$ cat src/rtl/nand_exerciser.sv
// Drives all four input combinations into an external 2-input NAND, checks its output and reports errors.
// Optional build macro NAND_EXERCISER_STOP_ON_FAIL_EN ends a run at the first mismatch.
module nand_exerciser #(
  parameter int SETTLE = 2,
  parameter int LOOPS  = 1
) (
  input  logic       clk,
  input  logic       rst,
  input  logic       start,
  output logic       drv_a,
  output logic       drv_b,
  input  logic       dut_x,
  output logic       busy,
  output logic       done,
  output logic       pass,
  output logic [3:0] err_cnt,
  output logic [3:0] fail_vec
);

  typedef enum logic [1:0] {S_IDLE, S_SETTLE, S_SAMPLE, S_DONE} state_t;

  localparam logic [3:0] C_SETTLE_LAST = 4'(SETTLE - 1);
  localparam logic [3:0] C_LOOP_LAST   = 4'(LOOPS - 1);

  state_t     r_state;
  logic [1:0] r_vec;
  logic [3:0] r_settle_cnt;
  logic [3:0] r_loop;
  logic       r_drv_a;
  logic       r_drv_b;
  logic       r_busy;
  logic       r_done;
  logic       r_pass;
  logic [3:0] r_err;
  logic [3:0] r_fail;

  logic       w_expect;
  logic       w_mismatch;
  logic [3:0] w_err_next;
  logic [3:0] w_fail_next;
  logic [1:0] w_vec_next;
  logic       w_last;
  logic       w_stop;

  assign w_expect    = ~(r_drv_a & r_drv_b);
  // Case inequality so that an X or Z from the gate under test is an error.
  assign w_mismatch  = (dut_x !== w_expect);
  assign w_err_next  = (w_mismatch && (r_err != 4'hF)) ? r_err + 4'd1 : r_err;
  assign w_fail_next = r_fail | (w_mismatch ? (4'b0001 << r_vec) : 4'b0000);
  assign w_vec_next  = r_vec + 2'd1;
  assign w_last      = (r_vec == 2'd3) && (r_loop == C_LOOP_LAST);

`ifdef NAND_EXERCISER_STOP_ON_FAIL_EN
  assign w_stop = w_last | w_mismatch;
`else
  assign w_stop = w_last;
`endif

  always_ff @(posedge clk or posedge rst) begin
    if (rst) begin
      r_state      <= S_IDLE;
      r_vec        <= 2'd0;
      r_settle_cnt <= 4'd0;
      r_loop       <= 4'd0;
      r_drv_a      <= 1'b0;
      r_drv_b      <= 1'b0;
      r_busy       <= 1'b0;
      r_done       <= 1'b0;
      r_pass       <= 1'b0;
      r_err        <= 4'd0;
      r_fail       <= 4'd0;
    end else begin
      case (r_state)
        S_IDLE: begin
          r_done  <= 1'b0;
          r_drv_a <= 1'b0;
          r_drv_b <= 1'b0;
          if (start) begin
            r_state      <= S_SETTLE;
            r_vec        <= 2'd0;
            r_loop       <= 4'd0;
            r_settle_cnt <= 4'd0;
            r_busy       <= 1'b1;
            r_err        <= 4'd0;
            r_fail       <= 4'd0;
            r_pass       <= 1'b0;
          end
        end
        S_SETTLE: begin
          if (r_settle_cnt == C_SETTLE_LAST) begin
            r_state <= S_SAMPLE;
          end else begin
            r_settle_cnt <= r_settle_cnt + 4'd1;
          end
        end
        S_SAMPLE: begin
          r_err  <= w_err_next;
          r_fail <= w_fail_next;
          if (w_stop) begin
            r_state <= S_DONE;
            r_busy  <= 1'b0;
            r_done  <= 1'b1;
            r_pass  <= (w_err_next == 4'd0);
            r_drv_a <= 1'b0;
            r_drv_b <= 1'b0;
            r_vec   <= 2'd0;
            r_loop  <= 4'd0;
          end else begin
            r_state      <= S_SETTLE;
            r_vec        <= w_vec_next;
            r_drv_a      <= w_vec_next[1];
            r_drv_b      <= w_vec_next[0];
            r_settle_cnt <= 4'd0;
            if (r_vec == 2'd3) begin
              r_loop <= r_loop + 4'd1;
            end
          end
        end
        S_DONE: begin
          r_done  <= 1'b0;
          r_state <= S_IDLE;
        end
        default: r_state <= S_IDLE;
      endcase
    end
  end

  assign drv_a    = r_drv_a;
  assign drv_b    = r_drv_b;
  assign busy     = r_busy;
  assign done     = r_done;
  assign pass     = r_pass;
  assign err_cnt  = r_err;
  assign fail_vec = r_fail;

endmodule

$ cat config.mk
export PLATFORM = sky130hd
export DESIGN_NAME = nand_exerciser
export DESIGN_NICKNAME = d
export VERILOG_FILES = /design/src/rtl/nand_exerciser.sv
export SDC_FILE = /design/constraint.sdc
export NUM_CORES = 1
export LEC_CHECK = 0
export CORE_ASPECT_RATIO = 1.1
export CORE_MARGIN = 2
export CORE_UTILIZATION = 54
export DETAILED_ROUTE_END_ITERATION = 6
export PLACE_DENSITY = 0.77
export SLEW_MARGIN = 20
export SYNTH_ARGS = -nofsm -noshare
export SYNTH_HDL_FRONTEND = slang
export SYNTH_SLANG_ARGS = --single-unit
$ cat constraint.sdc
create_clock -name clk -period 3.65 [get_ports clk]
set_input_delay 0.5475 -clock clk [delete_from_list [all_inputs] [get_ports clk]]
set_output_delay 0.5475 -clock clk [all_outputs]
set_load 0.01 [all_outputs]
==> results.txt, run 1 <==
- Tightest slew margin relative to the limit: 36.79%
* Drt via density: 5.995
- Maximum resistive drop on vdd: 0.4360 mV
- The run finished with clean final reports.
- Area of the die: 3283 um^2
- Based on the critical path, the design can be clocked at up to 0.4613 GHz.
* Number of primary I/O pins: 17
- Most common cell after layout, fill and taps aside: sky130_fd_sc_hd__dfrtp_1
* Net count of the mapped netlist: 173
- Post-CTS timing repair inserted 0 buffers for setup.
- The synthesized design contains 25 register bits.
- Req. time, crit path: 3.88 ns
- Number of routed nets with antenna violations: 0
- After global routing the overflow that remains totals 0.
- Post-synthesis sequential area ratio: 40.78%
* Static leakage power: 0.0007728 uW
- CTS built an H-tree with a depth of 1.
- Min-delay worst type: flop to flop
- From bottom edge to top edge, the die measures 59.90 um.
* Number of buffer and inverter instances along the worst setup path: 1
- CTS placed an instance of sky130_fd_sc_hd__clkbuf_4 at the clock tree root.
- Overall power consumption: 1207 uW
* Worst path cell trace: inv_1, ha_1, nor2_1, nor2_1, o211ai_2, mux2_4
- Cell Count Post-Placement: 200
- Most common cell on crit path: sky130_fd_sc_hd__nor2_1
- Clock Skews: 0.005115 ns
- The pre-antenna-repair detailed-routing pass consisted of 4 iterations.
* Met1 demand-to-capacity share in global routing: 25.56%
* Yosys warnings: 0
- Endpoint type of the worst setup path: flop
* Overall via count from detail_route: 1223
* Setup Crit Path Kind: flop to flop
- Setup violations remaining at the end of the flow were counted as 0.
- 1st-iter DRT viols: 14
* Power density of the placed cells: 695.9 nW/um^2
- Detailed Place HPWL: 2445 um
- MaxCap Viol Count: 0
- Dividing the synthesized area by the synthesized cell count gives 9.897 um^2.
* Worst path top cell family by delay: adder cells
* Measured slew at the worst slew-check pin: 0.9471 ns
* Total routed wirelength: 3224 um
* Count of placed standard cells in the final layout, fillers left out: 204
- Resized Gates After CTS: 0
- RSZ-0062 raised after global routing: false
- Critical-path cell with the highest stage delay: sky130_fd_sc_hd__ha_1
- Cells fill 63.58% of the core in the end.
- DRC violation count after routing: 0
* Max FO, Critical Path: 17
- Initial antenna violation count: 0
- In the synthesized netlist, the number of instances is 155.
- Leaving out fill and tap cells, the most frequent cells in the layout are sky130_fd_sc_hd__dfrtp_1 (25), sky130_fd_sc_hd__nand2_1 (16), sky130_fd_sc_hd__clkdlybuf4s50_1 (16), sky130_fd_sc_hd__nor2_1 (14), sky130_fd_sc_hd__ha_1 (14).
- Global-route total usage across every layer: 22.89%
- In this run the core area contains 20 standard-cell rows.
* CTS clock-pin slew for the worst setup and hold paths: 0.14 ns
- Effective utilization at floorplan: 56.24%
- Routability-driven placement finished with a final weighted congestion of 0.9231.
* Arrival @ worst endpoint: 2.40 ns
* Routed len/inst: 15.80 um
- The number of antenna diodes in the final layout is 0.
- After the last flow step, the layout net total stands at 190.
- Number of synthesized flops with an enable pin: 0
* DIE WIDTH: 54.82 um
* Share of synthesized registers carrying an async set or reset: 100.0%
* Period Utilization, post-route: 59.40%
* Main synth FF type: sky130_fd_sc_hd__dfrtp_1
- The synthesized netlist occupies a cell area of 1534 um^2.
* Fraction of post-synthesis cell area in the top cell type by area: 40.78%
- After layout, the minimum clock period comes to 2.168 ns.
* Unique cell type count in the Yosys netlist: 46
- Core area: 2728 um^2
- Entering global routing, the biggest net connects 26 pins.
- The first global-routing pass estimated 5382 um of wire.
- The later pin in the worst-skew pair is clocked with a latency of 0.33 ns.
* Fraction of final layout cells with drive strength greater than 1: 8.772%
- Relative area change from synthesis to final layout: 13.05%
- Category of the worst setup path launch point: flop
- The number of slew-limit violations in the final report is 0.
- Summed over all instances, the cell type with the most area after synthesis is sky130_fd_sc_hd__dfrtp_1.
- Setup tns final: 0 ns
- In this run the tool buffered the top-level ports with 16 buffer cells.
* Cts bufs inserted: 3
- Number of sinks handled by clock tree synthesis: 25
- The final-report hold violation count was 0.
* CTS tree: built
- Maximum single-stage delay on the critical path: 0.57 ns
- For met3 alone, demand over resource in global routing was 2.500%.
* Largest buffer count on any clock path: 2
* Leading cell types by total area after synthesis: sky130_fd_sc_hd__dfrtp_1 (41%), sky130_fd_sc_hd__ha_1 (11%), sky130_fd_sc_hd__o21ai_0 (3.9%)
* # hold bufs at CTS: 0
- Global routing consumed, on the met2 layer, 41.67% of the routing resources.
- The number of global-route vias before repair is 1241.
* Peak-usage layer in the global routing report: met2
==> logic make-up (layout without fill, tap and decap cells) <==
family	count (synthesis)	after routing	synth area share (%)
AND/OR/NAND/NOR	50	50	17.29
adder cells (fa/ha/maj)	14	14	11.42
flip-flops	25	25	40.78
buffers and inverters	15	31	4.486
AO/OA/AOI/OAI	45	45	21.37
multiplexers	6	6	4.649
==> power breakdown <==
part,internal (uW),switching (uW)
Combinational,276,365
Sequential,357,80.5
Clock,42.9,85.0
==> layer usage <==
layer,vias to the layer above,wire (um)
met5,-,0
met1,610,1360
li1,586,-
met4,0,70
met2,20,1709
met3,7,83
==> layout make-up <==
| cell class | count | area [um^2] |
|---|---|---|
| Clock buffer | 4 | 26.28 |
| Fill cell | 228 | 993.5 |
| Inverter | 11 | 41.29 |
| Multi-Input combinational cell | 115 | 839.6 |
| Sequential cell | 25 | 625.6 |
| Tap cell | 33 | 41.29 |
| Timing Repair Buffer | 16 | 160.2 |
==> synthesized netlist by cell type, types with 2 or more instances <==
| cell | count |
|---|---|
| sky130_fd_sc_hd__a21boi_0 | 2 |
| sky130_fd_sc_hd__a21oi_1 | 6 |
| sky130_fd_sc_hd__a31oi_1 | 9 |
| sky130_fd_sc_hd__and4_1 | 2 |
| sky130_fd_sc_hd__dfrtp_1 | 25 |
| sky130_fd_sc_hd__ha_1 | 14 |
| sky130_fd_sc_hd__inv_1 | 11 |
| sky130_fd_sc_hd__mux2_4 | 2 |
| sky130_fd_sc_hd__mux2i_1 | 3 |
| sky130_fd_sc_hd__nand2_1 | 16 |
| sky130_fd_sc_hd__nand4b_1 | 2 |
| sky130_fd_sc_hd__nor2_1 | 14 |
| sky130_fd_sc_hd__nor2b_1 | 3 |
| sky130_fd_sc_hd__nor3_1 | 2 |
| sky130_fd_sc_hd__o21ai_0 | 12 |
| sky130_fd_sc_hd__o31ai_1 | 2 |
==> registers in the layout, summed over array words and instances (netlist names) <==
name and count:
r_loop 4, r_vec 2, pass 1, err_cnt 4
busy 1, drv_a 1, fail_vec 4, done 1
drv_b 1, r_settle_cnt 4, r_state 2
==> worst register-to-register path, stage by stage, from the launching register on <==
cell and delay [ns]:
sky130_fd_sc_hd__dfrtp_1 0.42, sky130_fd_sc_hd__inv_1 0.13, sky130_fd_sc_hd__ha_1 0.57, sky130_fd_sc_hd__nor2_1 0.19, sky130_fd_sc_hd__nor2_1 0.32, sky130_fd_sc_hd__o211ai_2 0.13, sky130_fd_sc_hd__mux2_4 0.31
==> path summary, 6_finish.rpt <==
path	from	endpoint	slack [ns]	depth (start not counted)
max in group asynchronous	rst	r_vec[1]	2.36	2
max	r_state[0]	r_settle_cnt[3]	1.48	6
min	done	done	0.52	1
max reg2reg	r_state[0]	r_settle_cnt[3]	1.48	6
min reg2reg	done	done	0.52	1
min in group asynchronous	rst	r_settle_cnt[3]	0.72	2
==> per-stage QoR <==
step                      hold WS (ns)  instance area, um^2  setup slack, ns
after floorplan                 0.4758                 1534            1.856
after global placement          0.4764                 1708            1.417
after detailed placement        0.4843                 1708            1.375
after CTS                       0.5227                 1734            1.486
after global routing            0.5447                 1734            1.296
final                           0.5213                 1734            1.482
Power figures use the tool's default switching activity.
==> run 2: changes to the inputs <==
CORE_UTILIZATION = 50   (was 54)
PLACE_DENSITY = 0.75   (was 0.77)
clock period = 1.9 ns   (was 3.65 ns; I/O delays follow)
==> results.txt, run 2 (synthesis gave the netlist of run 1 again) <==
- Run status: complete, no violations (unchanged)
* Worst-skew pair later-pin latency: 0.34 ns (was 0.33 ns)
- The cell type of the slowest stage on the worst timing path was sky130_fd_sc_hd__dfrtp_1 (was sky130_fd_sc_hd__ha_1).
- The peak clock frequency supported by timing is 0.5624 GHz (was 0.4613 GHz).
- # hold bufs at CTS: 0 (unchanged)
- The number of iterations in the first detailed-routing pass is 4 (unchanged).
- Global-route wire length before repair: 5499 um (was 5382 um)
* Most common cell after layout, fill and taps aside: sky130_fd_sc_hd__dfrtp_1 (unchanged)
- The slack of the worst reg-to-reg path was 0.12 ns (was 1.48 ns).
* Cell Count Post-Placement: 213 (was 200)
- Arrival @ worst endpoint: 2.02 ns (was 2.40 ns)
- Category of the worst setup path launch point: flop (unchanged)
- The area inside the core boundary came to 2995 um^2 (was 2728 um^2).
- Setup Crit Path Kind: flop to flop (unchanged)
* Detailed Place HPWL: 2375 um (was 2445 um)
- Max FO, Critical Path: 5 (was 17)
* Max-slew violation count: 0 (unchanged)
- The share of the cycle needed by the critical path after routing came to 93.58% (was 59.40%).
- The required time at the endpoint of the critical path was 2.14 ns (was 3.88 ns).
* Final number of setup-violating endpoints: 0 (unchanged)
- Drt via density: 5.772 (was 5.995)
- The share of cells above drive strength 1 was 18.38% (was 8.772%).
* Effective utilization at floorplan: 51.21% (was 56.24%)
- The reported net switching power came to 1046 uW (was 530.7 uW).
* Maximum resistive drop on vdd: 0.8752 mV (was 0.4360 mV)
* Measured slew at the worst slew-check pin: 0.4764 ns (was 0.9471 ns)
* Congestion Overflow GR: 0 (unchanged)
* Number of H-tree levels: 1 (unchanged)
- Worst Setup Slack, final: 0.1219 ns (was 1.482 ns)
- The number of antenna violations at the first check in global routing was 0 (unchanged).
- The wire length per cell after detailed routing was 14.25 um (was 15.80 um).
- Comb power frac: 56.5% (was 53.1%)
* Endpoint type of the worst setup path: flop (unchanged)
- Maximum single-stage delay on the critical path: 0.44 ns (was 0.57 ns)
* Proportion of power drawn by the clock network: 10.3% (was 10.6%)
- Power density of the placed cells: 1329 nW/um^2 (was 695.9 nW/um^2)
* Endpoints failing hold: 0 (unchanged)
- Global-route total usage across every layer: 20.14% (was 22.89%)
- The placer congestion estimate is 0.8445 (was 0.9231).
- The area of the die was 3527 um^2 (was 3283 um^2).
- Worst path cell trace: inv_2, ha_1, or3b_1, and2_4, o211ai_2, mux2_4 (was inv_1, ha_1, nor2_1, nor2_1, o211ai_2, mux2_4).
- Clock Tree Root: sky130_fd_sc_hd__clkbuf_4 (unchanged)
- Relative area change from synthesis to final layout: 20.72% (was 13.05%)
- 1st-iter DRT viols: 31 (was 14)
- Number of buffer and inverter instances along the worst setup path: 1 (unchanged)
- RSZ-0062 raised after global routing: false (unchanged)
- Final antenna diode count: 0 (unchanged)
* Largest buffer count on any clock path: 2 (unchanged)
* Highest-count cells in the layout ignoring fill and taps: sky130_fd_sc_hd__dfrtp_1 (25), sky130_fd_sc_hd__nand2_1 (16), sky130_fd_sc_hd__clkdlybuf4s50_1 (16), sky130_fd_sc_hd__buf_4 (14), sky130_fd_sc_hd__nor2_1 (13) (was sky130_fd_sc_hd__dfrtp_1 (25), sky130_fd_sc_hd__nand2_1 (16), sky130_fd_sc_hd__clkdlybuf4s50_1 (16), sky130_fd_sc_hd__nor2_1 (14), sky130_fd_sc_hd__ha_1 (14))
- The sequential power share is 33.2% (was 36.3%).
* Total of buffers placed on input and output ports: 16 (unchanged)
* CTS clock-pin slew for the worst setup and hold paths: 0.16 ns (was 0.14 ns)
- The CTS tree is built (unchanged).
* DRC violation count after routing: 0 (unchanged)
- The post-route antenna net violation count came to 0 (unchanged).
- The number of global-route vias before repair came to 1281 (was 1241).
- Clock Skews: 0.01881 ns (was 0.005115 ns)
* Hold Worst Slack: 0.2631 ns (was 0.5213 ns)
* Post-route minimum period: 1.778 ns (was 2.168 ns)
- Overall via count from detail_route: 1264 (was 1223)
- The switching power share of the total came to 42.53% (was 43.97%).
- Setup tns final: 0 ns (unchanged)
- Count of placed standard cells in the final layout, fillers left out: 219 (was 204)
- Tightest slew margin relative to the limit: 68.12% (was 36.79%)
- The total clock buffers created by CTS is 3 (unchanged).
- Number of primary I/O pins: 17 (unchanged)
- The kind of cell adding the most delay to the critical path is simple AND/OR/NAND/NOR gates (was adder cells).
- The fill cell instance count of the final layout is 272 (was 228).
* Setup slack after placement: -0.004023 ns (was 1.375 ns)
* Design internal power: 1414 uW (was 676.2 uW)
- The largest net degree at the start of global routing came to 26 (unchanged).
* Final Net Count: 204 (was 190)
- The width of the chip was 56.81 um (was 54.82 um).
* Number of sinks handled by clock tree synthesis: 25 (unchanged)
- Min-delay worst type: input pin to async pin (was flop to flop)
- Total routed wirelength: 3120 um (was 3224 um)
* Floorplan row count: 21 (was 20)
- The number of max-capacitance violations reported came to 0 (unchanged).
- Die height: 62.09 um (was 59.90 um)
- Static leakage power: 0.0008376 uW (was 0.0007728 uW)
run 2: worst register-to-register path: cells and delay by family, from the launching register on:
kind,cells,cell delay (ns)
buf+inv,1,0.08
mux,1,0.31
fa+ha+maj,1,0.13
compound gates,1,0.19
flops,1,0.44
simple gates,2,0.55
run 2: worst paths after layout:
check,cells after the start,end,from
setup reg to reg,6,r_settle_cnt[3],r_settle_cnt[1]
max in group asynchronous,3,err_cnt[1],rst
hold / removal,3,r_loop[1],rst
setup / recovery,6,r_settle_cnt[3],r_settle_cnt[1]
hold reg to reg,1,done,done
min in group clk,1,done,done
run 2: through the flow:
step | instance area (um^2) | power (uW) | util (%)
4_1_cts | 1829 | 2428 | 61.07
5_1_grt | 1852 | 2684 | 61.82
2_1_floorplan | 1534 | 1698 | -
6_report | 1852 | 2460 | 61.82
3_3_place_gp | 1799 | 2120 | 60.07
3_5_place_dp | 1799 | 2169 | 60.07
run 2: routing by layer:
| metal | share of wire, % | routed length [um] | up-vias | track usage, % |
|---|---|---|---|---|
| met1 | 44 | 1385 | 612 | 21.73 |
| met4 | 2.3 | 73 | 0 | 11.30 |
| met3 | 2.7 | 84 | 9 | 3.106 |
| met2 | 51 | 1576 | 23 | 38.54 |
| met5 | 0 | 0 | - | 0 |
| li1 | - | - | 620 | - |
run 2: final cells by class:
type                            instances  area [um^2]  area share, %
Multi-Input combinational cell        115        847.1          45.74
Sequential cell                        25        625.6          33.78
Timing Repair Buffer                   30        265.3          14.32
Tap cell                               34        42.54          2.297
Inverter                               11        41.29          2.230
Clock buffer                            3        22.52          1.216
Clock inverter                          1        7.507         0.4054
run 2: power by group through the flow:
stage | Sequential [uW] | Clock (uW) | Combinational [uW]
after floorplan | 861 | 0 | 837
after global placement | 814 | 0 | 1310
after detailed placement | 828 | 0 | 1340
after CTS | 815 | 258 | 1350
after global routing | 837 | 279 | 1570
final | 816 | 254 | 1390
run 2: repair_timing:
item,CTS,global route
gates resized for setup,0,5
endpoints found under the setup margin,0,6
buffers inserted,0,2
endpoints found under the hold margin,0,0
==> run 3: changes to the inputs <==
CAP_MARGIN = 20   (was not set)
==> results of run 3 <==
The final DEF is identical to that of run 2; final timing and power are the same.
